--- config.mk ---
export PLATFORM = sky130hd
export DESIGN_NAME = rom_stream_reader_flat
export DESIGN_NICKNAME = d
export VERILOG_FILES = /design/src/rtl/rom_stream_reader_if.sv /design/src/rtl/rom_stream_reader.sv /design/src/flat_wrapper.sv
export SDC_FILE = /design/constraint.sdc
export NUM_CORES = 1
export LEC_CHECK = 0
export CAP_MARGIN = 20
export CORE_ASPECT_RATIO = 1.25
export CORE_MARGIN = 1.5
export CORE_UTILIZATION = 49
export DETAILED_ROUTE_END_ITERATION = 8
export PLACE_DENSITY = 0.8
export SETUP_SLACK_MARGIN = 0.2
export SLEW_MARGIN = 10
export SYNTH_ARGS = -nofsm -noshare
export SYNTH_HDL_FRONTEND = slang
export SYNTH_SLANG_ARGS = --single-unit
export TNS_END_PERCENT = 30
--- constraint.sdc ---
create_clock -name clk -period 5.4 [get_ports clk]
set_input_delay 0.54 -clock clk [delete_from_list [all_inputs] [get_ports clk]]
set_output_delay 0.54 -clock clk [all_outputs]
set_load 0.02 [all_outputs]
--- src/rtl/rom_stream_reader_if.sv ---
// rom_stream_reader_if: command, ROM and output-stream signals of rom_stream_reader.
// The master modport is the reader's view. The slave modport is the view of the
// environment, which issues commands, models the ROM and consumes the stream.
interface rom_stream_reader_if #(
  parameter int WIDTH     = 1,
  parameter int ADDR_BITS = 9,
  parameter int CNT_BITS  = ADDR_BITS + 1
);
  logic                 start;
  logic [ADDR_BITS-1:0] base_addr;
  logic [CNT_BITS-1:0]  count;
  logic                 busy;
  logic                 done;
  logic                 rom_rd;
  logic [ADDR_BITS-1:0] rom_idx;
  logic [WIDTH-1:0]     rom_dout;
  logic                 out_valid;
  logic [WIDTH-1:0]     out_data;
  logic                 out_ready;
  logic                 out_last;

  modport master (
    input  start, base_addr, count, rom_dout, out_ready,
    output busy, done, rom_rd, rom_idx, out_valid, out_data, out_last
  );

  modport slave (
    output start, base_addr, count, rom_dout, out_ready,
    input  busy, done, rom_rd, rom_idx, out_valid, out_data, out_last
  );
endinterface

--- src/rtl/rom_stream_reader.sv ---
// rom_stream_reader: walks a contiguous range of a synchronous-read ROM and
// presents the returned words as a valid/ready stream. A 4-entry FIFO absorbs
// backpressure. Reads are throttled so that the FIFO contents plus the reads
// still in flight never exceed 4, which means the FIFO cannot overflow.
// Optional feature: define ROM_STREAM_READER_LAST_EN to carry a per-beat last
// flag through the FIFO. Otherwise out_last is tied low.
module rom_stream_reader #(
  parameter int WIDTH     = 1,
  parameter int ADDR_BITS = 9,
  parameter int CNT_BITS  = ADDR_BITS + 1
) (
  input  logic                clk,
  input  logic                rst,
  rom_stream_reader_if.master bus
);

  localparam int FIFO_DEPTH = 4;

  typedef enum logic [1:0] {
    IDLE,
    RUN,
    DRAIN
  } state_t;

  state_t               state;
  logic                 busy_q;
  logic                 done_q;
  logic                 rom_rd_q;
  logic [ADDR_BITS-1:0] rom_idx_q;
  logic [ADDR_BITS-1:0] addr;
  logic [CNT_BITS-1:0]  rem_issue;
  logic [CNT_BITS-1:0]  rem_ret;

  // Delayed copy of rom_rd: rom_dout carries a requested word this cycle.
  logic                 capture;

  logic [WIDTH-1:0]     fifo_data [FIFO_DEPTH];
`ifdef ROM_STREAM_READER_LAST_EN
  logic                 fifo_last [FIFO_DEPTH];
`endif
  logic [1:0]           wr_ptr;
  logic [1:0]           rd_ptr;
  logic [2:0]           fifo_cnt;

  logic                 accept;
  logic                 push;
  logic                 pop;
  logic [2:0]           occupancy;
  logic                 can_issue;

  // Handshake decode and the read-throttle rule (pops deliberately not credited).
  always_comb begin
    accept    = (state == IDLE) && bus.start;
    push      = capture;
    pop       = (fifo_cnt != 3'd0) && bus.out_ready;
    occupancy = fifo_cnt + 3'(rom_rd_q) + 3'(capture);
    can_issue = (rem_issue != '0) && (occupancy < 3'(FIFO_DEPTH));
  end

  // Command sequencer: owns the state, the read address/strobe, busy and done.
  // The first read is issued on the acceptance edge itself, so rom_rd appears
  // in the cycle right after start.
  always_ff @(posedge clk or posedge rst) begin
    if (rst) begin
      state     <= IDLE;
      busy_q    <= 1'b0;
      done_q    <= 1'b0;
      rom_rd_q  <= 1'b0;
      rom_idx_q <= '0;
      addr      <= '0;
      rem_issue <= '0;
    end else begin
      done_q   <= 1'b0;
      rom_rd_q <= 1'b0;
      case (state)
        IDLE: begin
          if (accept) begin
            if (bus.count == '0) begin
              done_q <= 1'b1;
            end else begin
              state     <= RUN;
              busy_q    <= 1'b1;
              rom_rd_q  <= 1'b1;
              rom_idx_q <= bus.base_addr;
              addr      <= bus.base_addr + ADDR_BITS'(1);
              rem_issue <= bus.count - CNT_BITS'(1);
            end
          end
        end
        RUN: begin
          if (rem_issue == '0) begin
            state <= DRAIN;
          end else if (can_issue) begin
            rom_rd_q  <= 1'b1;
            rom_idx_q <= addr;
            addr      <= addr + ADDR_BITS'(1);
            rem_issue <= rem_issue - CNT_BITS'(1);
            if (rem_issue == CNT_BITS'(1)) begin
              state <= DRAIN;
            end
          end
        end
        DRAIN: begin
          if (pop && (fifo_cnt == 3'd1) && (rem_ret == '0)) begin
            state  <= IDLE;
            busy_q <= 1'b0;
            done_q <= 1'b1;
          end
        end
        default: state <= IDLE;
      endcase
    end
  end

  // Return tracking and FIFO bookkeeping: capture qualifier, pointers, fill level.
  always_ff @(posedge clk or posedge rst) begin
    if (rst) begin
      capture  <= 1'b0;
      wr_ptr   <= '0;
      rd_ptr   <= '0;
      fifo_cnt <= '0;
      rem_ret  <= '0;
    end else begin
      capture <= rom_rd_q;
      if (push) begin
        wr_ptr <= wr_ptr + 2'd1;
      end
      if (pop) begin
        rd_ptr <= rd_ptr + 2'd1;
      end
      case ({push, pop})
        2'b10:   fifo_cnt <= fifo_cnt + 3'd1;
        2'b01:   fifo_cnt <= fifo_cnt - 3'd1;
        default: fifo_cnt <= fifo_cnt;
      endcase
      if (accept) begin
        rem_ret <= bus.count;
      end else if (push) begin
        rem_ret <= rem_ret - CNT_BITS'(1);
      end
    end
  end

  // FIFO storage. It needs no reset because the read side is gated by fifo_cnt.
  always_ff @(posedge clk) begin
    if (push) begin
      fifo_data[wr_ptr] <= bus.rom_dout;
`ifdef ROM_STREAM_READER_LAST_EN
      fifo_last[wr_ptr] <= (rem_ret == CNT_BITS'(1));
`endif
    end
  end

  // Output drive. The head word is masked while the FIFO is empty, so the
  // stream outputs read 0 out of reset.
  always_comb begin
    bus.busy      = busy_q;
    bus.done      = done_q;
    bus.rom_rd    = rom_rd_q;
    bus.rom_idx   = rom_idx_q;
    bus.out_valid = (fifo_cnt != 3'd0);
    bus.out_data  = bus.out_valid ? fifo_data[rd_ptr] : '0;
`ifdef ROM_STREAM_READER_LAST_EN
    bus.out_last  = bus.out_valid && fifo_last[rd_ptr];
`else
    bus.out_last  = 1'b0;
`endif
  end

endmodule

--- src/flat_wrapper.sv ---
// flat-port wrapper written by rule: the top's interface ports become plain ports
module rom_stream_reader_flat 
#(
  parameter int WIDTH     = 1,
  parameter int ADDR_BITS = 9,
  parameter int CNT_BITS  = ADDR_BITS + 1
)
  (clk, rst, bus_start, bus_base_addr, bus_count, bus_rom_dout, bus_out_ready, bus_busy, bus_done, bus_rom_rd, bus_rom_idx, bus_out_valid, bus_out_data, bus_out_last);
  rom_stream_reader_if #(.WIDTH(WIDTH), .ADDR_BITS(ADDR_BITS), .CNT_BITS(CNT_BITS)) bus_i ();
  input  logic clk;
  input  logic rst;
  input wire logic [$bits(bus_i.start)-1:0] bus_start;
  input wire logic [$bits(bus_i.base_addr)-1:0] bus_base_addr;
  input wire logic [$bits(bus_i.count)-1:0] bus_count;
  input wire logic [$bits(bus_i.rom_dout)-1:0] bus_rom_dout;
  input wire logic [$bits(bus_i.out_ready)-1:0] bus_out_ready;
  output wire logic [$bits(bus_i.busy)-1:0] bus_busy;
  output wire logic [$bits(bus_i.done)-1:0] bus_done;
  output wire logic [$bits(bus_i.rom_rd)-1:0] bus_rom_rd;
  output wire logic [$bits(bus_i.rom_idx)-1:0] bus_rom_idx;
  output wire logic [$bits(bus_i.out_valid)-1:0] bus_out_valid;
  output wire logic [$bits(bus_i.out_data)-1:0] bus_out_data;
  output wire logic [$bits(bus_i.out_last)-1:0] bus_out_last;
  assign bus_i.start = bus_start;
  assign bus_i.base_addr = bus_base_addr;
  assign bus_i.count = bus_count;
  assign bus_i.rom_dout = bus_rom_dout;
  assign bus_i.out_ready = bus_out_ready;
  assign bus_busy = bus_i.busy;
  assign bus_done = bus_i.done;
  assign bus_rom_rd = bus_i.rom_rd;
  assign bus_rom_idx = bus_i.rom_idx;
  assign bus_out_valid = bus_i.out_valid;
  assign bus_out_data = bus_i.out_data;
  assign bus_out_last = bus_i.out_last;
  rom_stream_reader #(.WIDTH(WIDTH), .ADDR_BITS(ADDR_BITS), .CNT_BITS(CNT_BITS)) u_core (.clk(clk), .rst(rst), .bus(bus_i));
endmodule
### Word-level counts from Yosys, hierarchy flattened

Memories as Yosys holds them, arrays and structs flattened.
Cells that the tools add are included.

* register bits after elaboration: 51
* bits in writable memories: 4
* input port bits: 24
* output and inout port bits: 15
* logic and storage cells: 97
* memories kept: 1

Memories
* u_core.fifo_data: words 4, bits a word 1, rd ports 1, clocked after Yosys merged registers in 0, write ports 1, line rom_stream_reader.sv:37 `logic [WIDTH-1:0] fifo_data [FIFO_DEPTH];`

* add/sub/neg operators: 11
* order comparisons: 1
* equal/unequal tests: 13
* multiplexer cells: 41
* reductions and logical operators: 18

Operators by type and width (count)
* $mux 9: 8
* $mux 10: 6
* $pmux 9 s2: 2
* $logic_not 10->1: 3
* $sub 10x1->10 const B: 3
* $pmux 10 s2: 1
* $add 9x1->9 const B: 2
* $mux 1: 13
* $mux 2: 6
* $eq 10x1->1 const B: 1
* $reduce_and 5->1: 2
* $reduce_bool 10->1: 1
* $reduce_bool 2->1: 4
* $add 3x1->3: 2
* $ne 2x1->1 const B: 3
* $ne 3x1->1 const B: 2
* $pmux 1 s2: 3
* $pmux 2 s3: 1
* $pmux 3 s2: 1
* $logic_and 1x1->1: 5
* $add 2x1->2 const B: 2
* $eq 2x1->1 const B: 2
* $eq 2x2->1 const B: 2
* $ne 2x2->1 const B: 2
* 7 further kinds: 7

### Longest topological paths before layout

* word-level depth: 7
* gate-level depth with buffers: 12

### Worst setup path after synthesis

No wires, ideal clock.

* kind: reg2reg
* start: register u_core.state[1]
* end: register u_core.addr[8]
* setup time: 0.122 ns
* data arrival time: 2.461 ns
* required time: 5.278 ns
* path slack: 2.817 ns
* stages on the path, launching flop included: 13
* period minus slack after synthesis: 2.583 ns
* path through: dfrtp_1 > nand2b_1 > buf_2 > buf_2 > buf_1 > nand2_1 > nand2_1 > ha_1 > nand2_1 > mux2i_2 > nand4_1 > a211o_1 > o2111a_1

* longest elaborated chain between the ends: 4
* elaborated cells on any way between the ends: 10
* classes of those cells: 5 x eq/ne; 1 x mux; 4 x reduce/logical

RTL lines
* start, declared: line rom_stream_reader.sv:25 `state_t state;`
* start signal, assigned: line rom_stream_reader.sv:65 `state <= IDLE;`
* start signal, assigned: line rom_stream_reader.sv:81 `state <= RUN;`
* start signal, assigned: line rom_stream_reader.sv:92 `state <= DRAIN;`
* $logic_not 2->1: line rom_stream_reader.sv:53, rom_stream_reader.sv:75
* $logic_and 1x1->1: line rom_stream_reader.sv:53 `accept = (state == IDLE) && bus.start;`
* $ne 2x1->1 (no source line)
* $reduce_and 5->1 (no source line)
* end signal, assigned: line rom_stream_reader.sv:85 `addr <= bus.base_addr + ADDR_BITS'(1);`
* end signal, assigned: line rom_stream_reader.sv:96 `addr <= addr + ADDR_BITS'(1);`
* end, declared: line rom_stream_reader.sv:30 `logic [ADDR_BITS-1:0] addr;`

Parallel ways exist; a longest one is shown, timed or not.
A chain may end at the register's enable or synchronous reset.

### Final worst setup path

* start: register u_core.capture
* end: register u_core.addr[4]

* longest elaborated chain between the ends: 5

RTL lines
* start, declared: line rom_stream_reader.sv:35 `logic capture;`
* start signal, assigned: line rom_stream_reader.sv:124 `capture <= rom_rd_q;`
* $add 3x1->3: line rom_stream_reader.sv:56 `occupancy = fifo_cnt + 3'(rom_rd_q) + 3'(capture);`
* $lt 3x3->1: line rom_stream_reader.sv:57 `can_issue = (rem_issue != '0) && (occupancy < 3'(FIFO_DEPTH));`
* $logic_and 1x1->1: line rom_stream_reader.sv:57
* $ne 2x1->1 (no source line)
* $reduce_and 5->1 (no source line)

No other way between the ends.

==> results_tabular.tex <==
\begin{tabular}{lr}
\hline
Metric & Value \\
\hline
\multicolumn{2}{l}{\textbf{CTS}} \\
Clk\_lat worst skew & 310 ps \\
Clock slew at reported path FFs & 100 ps \\
CTS Root Cell & clkbuf\_8 \\
TritonCTS clock tree & done \\
Quantity of hold-fixing buffers added after cts & 0 \\
Number of buffers on the longest clock path & 2 \\
Number of levels in the clock H-tree & 2 \\
Number of gates resized after CTS & 0 \\
Number of CTS-inserted buffers & 5 \\
Total setup buffers inserted after CTS & 0 \\
Number of sinks driven by the clock tree & 55 \\
\multicolumn{2}{l}{\textbf{Yosys}} \\
Cell taking the most area after synthesis & dfrtp\_1 \\
Proportion of register bits with asynchronous set or reset after synthesis & 0.927 \\
Top cells by area, synth & dfrtp\_1, ha\_1, nand2\_1 \\
Proportion of synthesized area in mux cells & 0.0606 \\
Post-synthesis instance area & 3410 um2 \\
Synthesized flop and latch total & 55 \\
Syn\_nets & 406 \\
Area share of fa/ha/maj cells after synthesis & 0.0661 \\
Post-synthesis share of cell area spent on xor and xnor gates & 0.0591 \\
Number of flops mapped to enable cells by yosys & 4 \\
Synthesized-area fraction occupied by ao, oa, aoi and oai cells & 0.150 \\
Seq/Total Area, Yosys & 0.410 \\
Top FF cell, synth & dfrtp\_1 \\
Synth cell types & 58 \\
Share of the synthesized area in the top cell type & 0.375 \\
Mean cell area of the mapped netlist & 9.36 um2 \\
Post-synthesis cell count & 364 \\
Combinational family with the most area after synthesis & simple AND/OR/NAND/NOR gates \\
Area fraction in and, or, nand and nor cells after synthesis & 0.199 \\
Number of warnings printed during yosys synthesis & 0 \\
\multicolumn{2}{l}{\textbf{Floorplan}} \\
Initial Utilization & 0.513 \\
DIE AREA & 7470 um2 \\
Die boundary height & 96.2 um \\
I/O pin count & 39 \\
Area inside the core boundary & 6650 um2 \\
Site row count & 33 \\
Horizontal extent of the die & 77.6 um \\
\multicolumn{2}{l}{\textbf{Placed design}} \\
Number of port buffers & 37 \\
Minimum setup slack after placement & 2020 ps \\
Routability-driven placement congestion ratio & 0.836 \\
Final HPWL DP & 5020 um \\
\multicolumn{2}{l}{\textbf{Setup path}} \\
Data arrival, critical path & 2980 ps \\
FF-to-FF path depth & 6 \\
Type of origin of the critical path & flip-flop \\
Sort of element at the end of the critical path & flip-flop \\
End of the worst register-to-register path & u\_core.addr[4] \\
Slack of the worst reg-to-reg path & 2610 ps \\
Launch point of the worst path & u\_core.capture \\
Biggest fanout along the worst timing path & 18 \\
CP required & 5590 ps \\
Critical path's largest stage delay & 700 ps \\
Setup crit end & u\_core.addr[4] \\
Launch instance of the worst register-to-register path & u\_core.capture \\
CP cell instances & ha\_1, a21oi\_1, o21ai\_0, nand4\_1, a222oi\_1, o2bb2ai\_1 \\
Worst-path cell with the longest stage delay & nand4\_1 \\
Kind of critical path & reg2reg \\
\multicolumn{2}{l}{\textbf{Detailed routing}} \\
Count of nets left with antenna violations after detail routing & 0 \\
Via total after detailed routing & 2751 \\
DR iter-0 viols & 266 \\
Number of vias per cell after detailed routing & 5.71 \\
Routed length per instance & 15.1 um \\
Final routed wirelength across all metal layers & 7260 um \\
Number of iterations in the first detailed-routing pass & 5 \\
DRC & 0 \\
\multicolumn{2}{l}{\textbf{Run}} \\
Max Cap Viol & 0 \\
\multicolumn{2}{l}{\textbf{Timing}} \\
Part of the cycle the worst path needs & 0.516 \\
Maximum clock frequency & 0.359 GHz \\
Setup slack after layout & 2610 ps \\
Relative slew slack & 0.473 \\
RSZ-0062 raised after global routing & false \\
Final-report hold violation count & 0 \\
Final setup fails & 0 \\
Actual transition at the worst max-transition pin & 788 ps \\
Min Clock Period, post-route & 2790 ps \\
Worst slack on hold paths & 430 ps \\
Worst Clk Skew & 12.4 ps \\
Setup\_tns & 0 ps \\
Slew Viols, Final & 0 \\
\multicolumn{2}{l}{\textbf{Finish}} \\
Final-stage net count & 436 \\
Proportion of layout cells with a drive suffix above 1 & 0.0734 \\
Final core area utilization & 0.592 \\
Area added between synthesis and finish & 15.5\% \\
Commonest non-fill, non-tap cells in the layout & dfrtp\_1, nand2\_1, clkdlybuf4s50\_1 \\
Area used by multi-input combinational logic & 1830 um2 \\
Register area & 1400 um2 \\
Antenna fix cells & 0 \\
Count of filler cells inserted in the layout & 566 \\
Commonest non-fill, non-tap cell in the layout & dfrtp\_1 \\
\multicolumn{2}{l}{\textbf{Run status}} \\
Outcome & finished clean \\
\multicolumn{2}{l}{\textbf{Global routing}} \\
First-pass GRT wire length & 12500 um \\
Antenna violations before repair & 0 \\
Aggregate global routing overflow & 0 \\
Overall Global Routing Usage & 0.209 \\
Pin count of the biggest net entering global routing & 52 \\
Number of global-route vias before repair & 2722 \\
\multicolumn{2}{l}{\textbf{Power and ir drop}} \\
Static Leakage & 1.59 nW \\
Worst vdd rail ir drop & 291 uV \\
PwrDens & 605 nW/um2 \\
\multicolumn{2}{l}{\textbf{Worst hold path}} \\
Worst min-delay path category & reg2reg \\
\hline
\end{tabular}
routing by layer:
metal | vias up | share of wire | GRT usage
li1 | 1339 | - | -
met1 | 1330 | 0.44 | 0.272
met2 | 67 | 0.50 | 0.359
met3 | 15 | 0.035 | 0.0294
met4 | 0 | 0.020 | 0.0712
met5 | - | 0 | 0
state kept, by name (all words and copies together), names as in the netlist:
register / count
u_core.addr: 9
u_core.bus.busy: 1
u_core.bus.done: 1
u_core.bus.rom_idx: 9
u_core.bus.rom_rd: 1
u_core.capture: 1
u_core.fifo_cnt: 3
u_core.fifo_data: 4
u_core.rd_ptr: 2
u_core.rem_issue: 10
u_core.rem_ret: 10
u_core.state: 2
u_core.wr_ptr: 2
critical path: cells and delay by family, from the launching register on:
kind            cells  cell delay (ps)
compound gates      4             1050
simple gates        1              700
fa+ha+maj           1              370
flops               1              560
area by class of cell:
class / count / area share
clock buffers: 8 / 0.0254
inverters: 22 / 0.0216
multi-input cells: 269 / 0.466
flip-flops and latches: 55 / 0.355
well taps: 87 / 0.0277
repair buffers: 41 / 0.105
synthesized netlist by cell type (4+ instances only):
library cell / instances
edfxtp_1: 4
and2_1: 11
xnor2_1: 11
dfrtp_1: 51
nand2b_1: 4
buf_2: 7
mux2_2: 8
xor2_1: 12
nor3_1: 11
ha_1: 18
nand2_1: 39
inv_1: 21
o22ai_1: 7
o21ai_0: 24
mux2i_1: 8
clkbuf_1: 5
nand3_1: 11
a21oi_1: 23
nor2_1: 23
a31oi_1: 8
nand4_1: 6
cell families after synthesis:
group                    after synthesis
flip-flops                            55
AND/OR/NAND/NOR                      127
multiplexers                          18
buffers and inverters                 40
adder cells (fa/ha/maj)               18
other                                  1
XOR/XNOR                              23
AO/OA/AOI/OAI                         82
power breakdown:
part	leakage, nW	internal, mW	switching, mW
logic	0.897	0.574	0.759
registers	0.646	0.620	0.180
clock network	0.0515	0.117	0.132
stage by stage:
| stage | total power, mW | cells | instance area [um2] |
|---|---|---|---|
| 6_report | 2.38 | 482 | 3940 |
| 5_1_grt | 2.60 | 482 | 3940 |
| 4_1_cts | 2.38 | 480 | 3910 |
| 3_5_place_dp | 2.13 | 472 | 3810 |
| 3_3_place_gp | 2.08 | 472 | 3810 |
| 2_1_floorplan | 1.81 | 364 | 3410 |
worst min path at each step:
| stage | slack [ps] | depth (start not counted) | endpoint | startpoint |
|---|---|---|---|---|
| final | 430 | 0 | u_core.capture | u_core.bus.rom_rd |
| after global routing | 450 | 0 | u_core.capture | u_core.bus.rom_rd |
| after CTS | 440 | 0 | u_core.capture | u_core.bus.rom_rd |
| after detailed placement | 410 | 0 | u_core.capture | u_core.bus.rom_rd |
| after global placement | 420 | 0 | u_core.capture | u_core.bus.rom_rd |
| after floorplan | 450 | 1 | u_core.rd_ptr[1] | u_core.rd_ptr[1] |
No activity file was read; power rests on OpenSTA's default activity.
